--- src/rtl/illusion_fb_pkg.sv ---
// Shared types and constant helpers for the frame buffer controller.
// Base addresses are chosen by a constant mux on the buffer index, never multiplied at runtime.
package illusion_fb_pkg;

  typedef logic [1:0] buf_idx_t;

  typedef enum logic {StRender, StWaitFlip} flip_state_e;

  localparam int unsigned CoordBits = 10;

  function automatic int unsigned frame_pixels(int unsigned width, int unsigned height);
    return width * height;
  endfunction

  function automatic int unsigned buf_base(buf_idx_t idx, int unsigned pixels);
    case (idx)
      2'd1:    return pixels;
      2'd2:    return 2 * pixels;
      default: return 0;
    endcase
  endfunction

  function automatic int unsigned clamp_coord(int unsigned v, int unsigned limit);
    return (v > limit) ? limit : v;
  endfunction

endpackage

--- src/rtl/fb_address_gen.sv ---
// Registered address generator: clamp x/y, scale y by the row width, add the buffer base.
// The write path reuses it with the frame treated as one long row.
module fb_address_gen
  import illusion_fb_pkg::*;
#(
  parameter int unsigned Width  = 320,
  parameter int unsigned Height = 240,
  parameter int unsigned CoordW = 10,
  parameter int unsigned MemAw  = 18
) (
  input  logic              clk,
  input  logic              rst_n,
  input  logic              en,
  input  logic [MemAw-1:0]  base,
  input  logic [CoordW-1:0] x,
  input  logic [CoordW-1:0] y,
  output logic [MemAw-1:0]  addr
);

  logic [MemAw-1:0] x_c, y_c, addr_d, addr_q;

  always_comb begin
    x_c    = MemAw'(clamp_coord(32'(x), Width - 1));
    y_c    = MemAw'(clamp_coord(32'(y), Height - 1));
    addr_d = base + y_c * MemAw'(Width) + x_c;
  end

  always_ff @(posedge clk or negedge rst_n) begin
    if (!rst_n) begin
      addr_q <= '0;
    end else if (en) begin
      addr_q <= addr_d;
    end
  end

  assign addr = addr_q;

endmodule

--- src/rtl/frame_buffer_controller.sv ---
// Double/triple framebuffer manager: steers renderer writes and scan-out reads,
// flipping buffers only on frame start; triple mode acts as a mailbox that drops stale frames.
module frame_buffer_controller
  import illusion_fb_pkg::*;
#(
  parameter int unsigned NUM_BUFFERS = 2,
  parameter int unsigned FB_WIDTH    = 320,
  parameter int unsigned FB_HEIGHT   = 240,
  parameter int unsigned PIXEL_BITS  = 3,
  parameter int unsigned MEM_AW      = 18
) (
  input  logic                  clk,
  input  logic                  rst_n,
  input  logic                  frame_start,
  input  logic                  frame_done,
  input  logic                  write_valid,
  input  logic [MEM_AW-1:0]     write_address,
  input  logic [PIXEL_BITS-1:0] write_data,
  output logic                  write_ready,
  input  logic [CoordBits-1:0]  read_x,
  input  logic [CoordBits-1:0]  read_y,
  output logic [MEM_AW-1:0]     mem_read_address,
  output logic [MEM_AW-1:0]     mem_write_address,
  output logic [PIXEL_BITS-1:0] mem_write_data,
  output logic                  mem_write_enable,
  output logic                  frame_flipped,
  output logic [15:0]           dropped_frames
);

  localparam int unsigned FramePixels = frame_pixels(FB_WIDTH, FB_HEIGHT);
  localparam bit          Triple      = (NUM_BUFFERS == 3);

  flip_state_e           state_q, state_d;
  buf_idx_t              display_q, display_d, render_q, render_d, spare_q, spare_d;
  logic                  pending_q, pending_d;
  logic [15:0]           dropped_q, dropped_d;
  logic                  flipped_q, flipped_d;
  logic                  drop_inc;
  logic                  we_q, wr_accept;
  logic [PIXEL_BITS-1:0] wdata_q;
  logic [MEM_AW-1:0]     display_base, render_base;

  assign display_base = MEM_AW'(buf_base(display_q, FramePixels));
  assign render_base  = MEM_AW'(buf_base(render_q, FramePixels));

  assign write_ready = Triple ? 1'b1 : (state_q == StRender);
  assign wr_accept   = write_valid && write_ready && (write_address < MEM_AW'(FramePixels));

  always_comb begin
    state_d   = state_q;
    display_d = display_q;
    render_d  = render_q;
    spare_d   = spare_q;
    pending_d = pending_q;
    dropped_d = dropped_q;
    flipped_d = 1'b0;
    drop_inc  = 1'b0;
    if (Triple) begin
      if (frame_done && frame_start) begin
        // Freshly completed frame goes straight to display; any mailbox frame is lost.
        display_d = render_q;
        render_d  = display_q;
        pending_d = 1'b0;
        flipped_d = 1'b1;
        drop_inc  = pending_q;
      end else if (frame_done) begin
        render_d  = spare_q;
        spare_d   = render_q;
        pending_d = 1'b1;
        drop_inc  = pending_q;
      end else if (frame_start && pending_q) begin
        display_d = spare_q;
        spare_d   = display_q;
        pending_d = 1'b0;
        flipped_d = 1'b1;
      end
    end else begin
      unique case (state_q)
        StRender: begin
          if (frame_done && frame_start) begin
            display_d = render_q;
            render_d  = display_q;
            flipped_d = 1'b1;
          end else if (frame_done) begin
            state_d = StWaitFlip;
          end
        end
        StWaitFlip: begin
          if (frame_start) begin
            display_d = render_q;
            render_d  = display_q;
            flipped_d = 1'b1;
            state_d   = StRender;
          end
        end
        default: state_d = StRender;
      endcase
    end
    if (drop_inc && (dropped_q != 16'hFFFF)) begin
      dropped_d = dropped_q + 16'd1;
    end
  end

  always_ff @(posedge clk or negedge rst_n) begin
    if (!rst_n) begin
      state_q   <= StRender;
      display_q <= 2'd0;
      render_q  <= 2'd1;
      spare_q   <= 2'd2;
      pending_q <= 1'b0;
      dropped_q <= '0;
      flipped_q <= 1'b0;
      we_q      <= 1'b0;
      wdata_q   <= '0;
    end else begin
      state_q   <= state_d;
      display_q <= display_d;
      render_q  <= render_d;
      spare_q   <= spare_d;
      pending_q <= pending_d;
      dropped_q <= dropped_d;
      flipped_q <= flipped_d;
      we_q      <= wr_accept;
      if (wr_accept) begin
        wdata_q <= write_data;
      end
    end
  end

  fb_address_gen #(
    .Width (FB_WIDTH),
    .Height(FB_HEIGHT),
    .CoordW(CoordBits),
    .MemAw (MEM_AW)
  ) u_read_gen (
    .clk  (clk),
    .rst_n(rst_n),
    .en   (1'b1),
    .base (display_base),
    .x    (read_x),
    .y    (read_y),
    .addr (mem_read_address)
  );

  // Linear pixel index: one row of FramePixels, y tied off.
  fb_address_gen #(
    .Width (FramePixels),
    .Height(1),
    .CoordW(MEM_AW),
    .MemAw (MEM_AW)
  ) u_write_gen (
    .clk  (clk),
    .rst_n(rst_n),
    .en   (wr_accept),
    .base (render_base),
    .x    (write_address),
    .y    ('0),
    .addr (mem_write_address)
  );

  assign mem_write_data   = wdata_q;
  assign mem_write_enable = we_q;
  assign frame_flipped    = flipped_q;
  assign dropped_frames   = dropped_q;

endmodule
--- config.mk ---
export PLATFORM = sky130hd
export DESIGN_NAME = frame_buffer_controller
export DESIGN_NICKNAME = d
export VERILOG_FILES = /design/src/rtl/illusion_fb_pkg.sv /design/src/rtl/fb_address_gen.sv /design/src/rtl/frame_buffer_controller.sv
export SDC_FILE = /design/constraint.sdc
export NUM_CORES = 1
export LEC_CHECK = 0
export ABC_CLOCK_PERIOD_IN_PS = 5700
export CELL_PAD_IN_SITES_DETAIL_PLACEMENT = 0
export CELL_PAD_IN_SITES_GLOBAL_PLACEMENT = 1
export CORE_ASPECT_RATIO = 0.8
export CORE_MARGIN = 2
export CORE_UTILIZATION = 43
export DETAILED_ROUTE_END_ITERATION = 10
export PLACE_DENSITY = 0.86
export SYNTH_ARGS = -nofsm -noshare
export SYNTH_HDL_FRONTEND = slang
export SYNTH_HIERARCHICAL = 1
export SYNTH_SLANG_ARGS = --single-unit
--- constraint.sdc ---
create_clock -name clk -period 5.7 [get_ports clk]
set_input_delay 1.71 -clock clk [delete_from_list [all_inputs] [get_ports clk]]
set_output_delay 1.71 -clock clk [all_outputs]
set_load 0.05 [all_outputs]
==> results.txt <==
global-route wire length before repair: 18900 microns
worst r2r src: render_q[0]$_DFFE_PN1P_
R2R Path End: u_write_gen/addr[16]$_DFFE_PN0P_
vias in the first global route: 4007
CTS tree: done
number of vias per cell: 5.04
period utilisation layout: 97.3%
Reg clk slew, reported paths: 70 ps
final setup margin: 153 ps
Iteration-0 DRC Markers: 212
H-tree levels: 2
ratio of cells with drive above 1 in the final layout: 12.4%
CP max FO: 4
RSZ-0062 raised after global routing: no
# setup viols final: 0
worst path required time: 5870 ps
hold_sp: render_q[0]$_DFFE_PN1P_
slowest cell on the critical path: fa_2
die height: 101 microns
critical path cell sequence: clkdlybuf4s50_1 -> a311o_1 -> or2_4 -> ha_4 -> ha_4 -> inv_1 -> fa_2 -> nor2b_4 -> o2111ai_2 -> nand3_1 -> nor2_1 -> xnor2_1 -> ha_1 -> ha_4 -> nand2_4 -> o2111a_1 -> mux2_2 -> a221o_1
worst hold path depth: 2
Final TNS setup: 0 ps
hpwl dp: 9120 microns
Root Driver: clkbuf_16
Finished Cell Area: 6610 sq um
ys flop type: dfrtp_1
DP Area: 6330 sq um
antenna-violating nets left: 0
Distinct cells, synth: 58
status: finished clean
Worst EP arrival: 5710 ps
Leak Pwr: 3.13 nW
startpoint types: input port
Hold EP: render_q[0]$_DFFE_PN1P_
Max Fclk: 180 MHz
Die W: 125 microns
worst reg-to-reg setup slack: 2640 ps
Hold WC Path Type: reg2reg
num ports: 104
Seq/Total Area, Yosys: 22.8%
syn_area_per_cell: 9.44 sq um
wire per inst: 13.5 microns
Routed WL: 11200 microns
antenna fix cells: 0
Peak VDD IR: 178 uV
Final Util: 57.6%
pin count of the biggest net entering global routing: 47
drc violations: 0
Yosys reg bits: 46
total track usage: 18.0%
post-layout min period: 5550 ps
FP Rows: 35
Starting Density: 44.0%
die area: 12600 sq um
FFs w/ async S/R, synth: 100%
EDFF count, synth: 0
CP most frequent cell: ha_4
Area Growth Syn to Fin: 30.8%
fin nets: 839
Longest Clk Path Bufs: 2
hold_buf cts: 0
CP peak stage delay: 420 ps
Worst Skew: 2.54 ps
core footprint: 11500 sq um
synth warn: 6
clk_lat worst skew: 290 ps
Final Hold Viols: 0
initial antenna violation count: 0
Max-Cap Viols: 0
Power Dens Cells: 408 nW/um^2
CTS sink cnt: 46
TritonRoute pass-1 iters: 4
Final Max Tran Viols: 0
Post-Syn Area: 5050 sq um
Worst Tran Pin Value: 1100 ps
Overflow after GRT: 0
CTS Buf Count: 5
Mapped Cells: 535
GPL Wtd Cong: 0.816
critical path type: in2reg
CP endpoint kind: flop
Vias: 4206
slew margin rel.: 26.8%
port buffer count: 87
R2R cell count: 13
worst slack at placement: -452 ps
flip-flops by register name (all words and copies together) (netlist names):
signal            cells
display_q             2
frame_flipped         1
mem_write_data        3
mem_write_enable      1
render_q              2
state_q               1
u_read_gen/addr      18
u_write_gen/addr     18
worst max path at each step:
stage / endpoint / startpoint / slack (ps) / cells past startpoint
2_1_floorplan: u_read_gen/addr[16]$_DFFE_PN0P_ / read_y[4] / 190 / 18
3_3_place_gp: u_read_gen/addr[16]$_DFFE_PN0P_ / read_y[4] / -290 / 19
3_5_place_dp: u_read_gen/addr[16]$_DFFE_PN0P_ / read_y[4] / -450 / 20
4_1_cts: u_read_gen/addr[16]$_DFFE_PN0P_ / read_y[4] / 4 / 19
5_1_grt: u_read_gen/addr[16]$_DFFE_PN0P_ / read_y[7] / 9 / 18
6_report: u_read_gen/addr[16]$_DFFE_PN0P_ / read_y[7] / 150 / 18
power breakdown:
group	total [mW]	switching [mW]	internal (mW)
Clock	0.347	0.137	0.210
Combinational	1.82	1.07	0.756
Sequential	0.525	0.0760	0.449
logic make-up (layout without fill, tap and decap cells):
group | count (synthesis) | after routing | share of synthesized area [%]
XOR/XNOR | 35 | 35 | 6.07
buffers and inverters | 58 | 154 | 5.70
AO/OA/AOI/OAI | 133 | 133 | 18.2
other | 5 | 61 | 0.372
flip-flops | 46 | 46 | 22.8
multiplexers | 24 | 24 | 5.38
adder cells (fa/ha/maj) | 107 | 107 | 29.0
AND/OR/NAND/NOR | 127 | 127 | 12.4
metrics by stage:
stage	total power, mW	hold slack, ps	std cells
CTS	2.67	495	835
global placement	2.27	481	826
finish	2.70	494	835
global route	2.89	511	835
floorplan	1.79	470	591
detailed placement	2.30	485	826
layout make-up:
type                       count  area, sq um
clock inverter                 3         48.8
sequential                    46         1150
fill                        1012         4870
inverter                      33          124
tap                          148          185
multi-input combinational    487         3910
clock buffer                   5          125
timing repair buffer         113         1070
cell usage after synthesis, drive strengths merged (9+ instances only):
library cell / count / share of area (%)
fa: 17 / 6.7
buf: 16 / 2.4
a21o: 18 / 2.7
clkbuf: 9 / 0.87
nor2: 40 / 3.0
o21ai: 23 / 2.5
mux2: 22 / 5.0
or3: 9 / 1.1
inv: 32 / 2.4
xnor2: 31 / 5.4
nand2: 29 / 2.2
dfrtp: 45 / 22
o21a: 9 / 1.3
nand2b: 11 / 1.4
ha: 90 / 22
a21oi: 40 / 4.1
placed cells by master (no fill, tap or decap), drive strengths merged, types with 5 or more instances in the layout:
master / Yosys / final
o21ai: 23 / 23
nand2: 29 / 29
and2: 5 / 5
o21a: 9 / 9
or2: 6 / 6
o21bai: 6 / 6
a211oi: 6 / 6
a21oi: 40 / 40
inv: 32 / 33
clkdlybuf4s50: 0 / 84
xnor2: 31 / 31
ha: 90 / 90
mux2: 22 / 22
nor2: 40 / 40
dfrtp: 45 / 45
clkbuf: 9 / 5
or3: 9 / 9
fa: 17 / 17
conb: 5 / 61
o211ai: 6 / 6
nor3: 8 / 8
a21o: 18 / 18
nand2b: 11 / 11
buf: 16 / 27
o31ai: 5 / 5
metal layers:
| layer | GRT usage, % | wire, microns | up-vias |
|---|---|---|---|
| met3 | 2.97 | 528 | 4 |
| met2 | 30.2 | 5170 | 87 |
| met1 | 25.3 | 5510 | 1988 |
| met4 | 2.05 | 30 | 0 |
| li1 | - | - | 2127 |
| met5 | 0 | 0 | - |
critical path, delay by kind of cell:
family / cells / cell delay [ps]
and+or+nand+nor: 5 / 630
buffers and inverters: 2 / 470
muxes: 1 / 260
adders and majority gates: 5 / 1460
AOI/OAI and AO/OA: 4 / 1060
xor gates and xnor gates: 1 / 120
timing repair:
item	4_1_cts	5_1_grt
endpoints found under the setup margin	1	4
resized for setup	2	15
buffers inserted	1	0
pin swaps	1	9
Note: power is estimated with default switching activity, not from simulation.
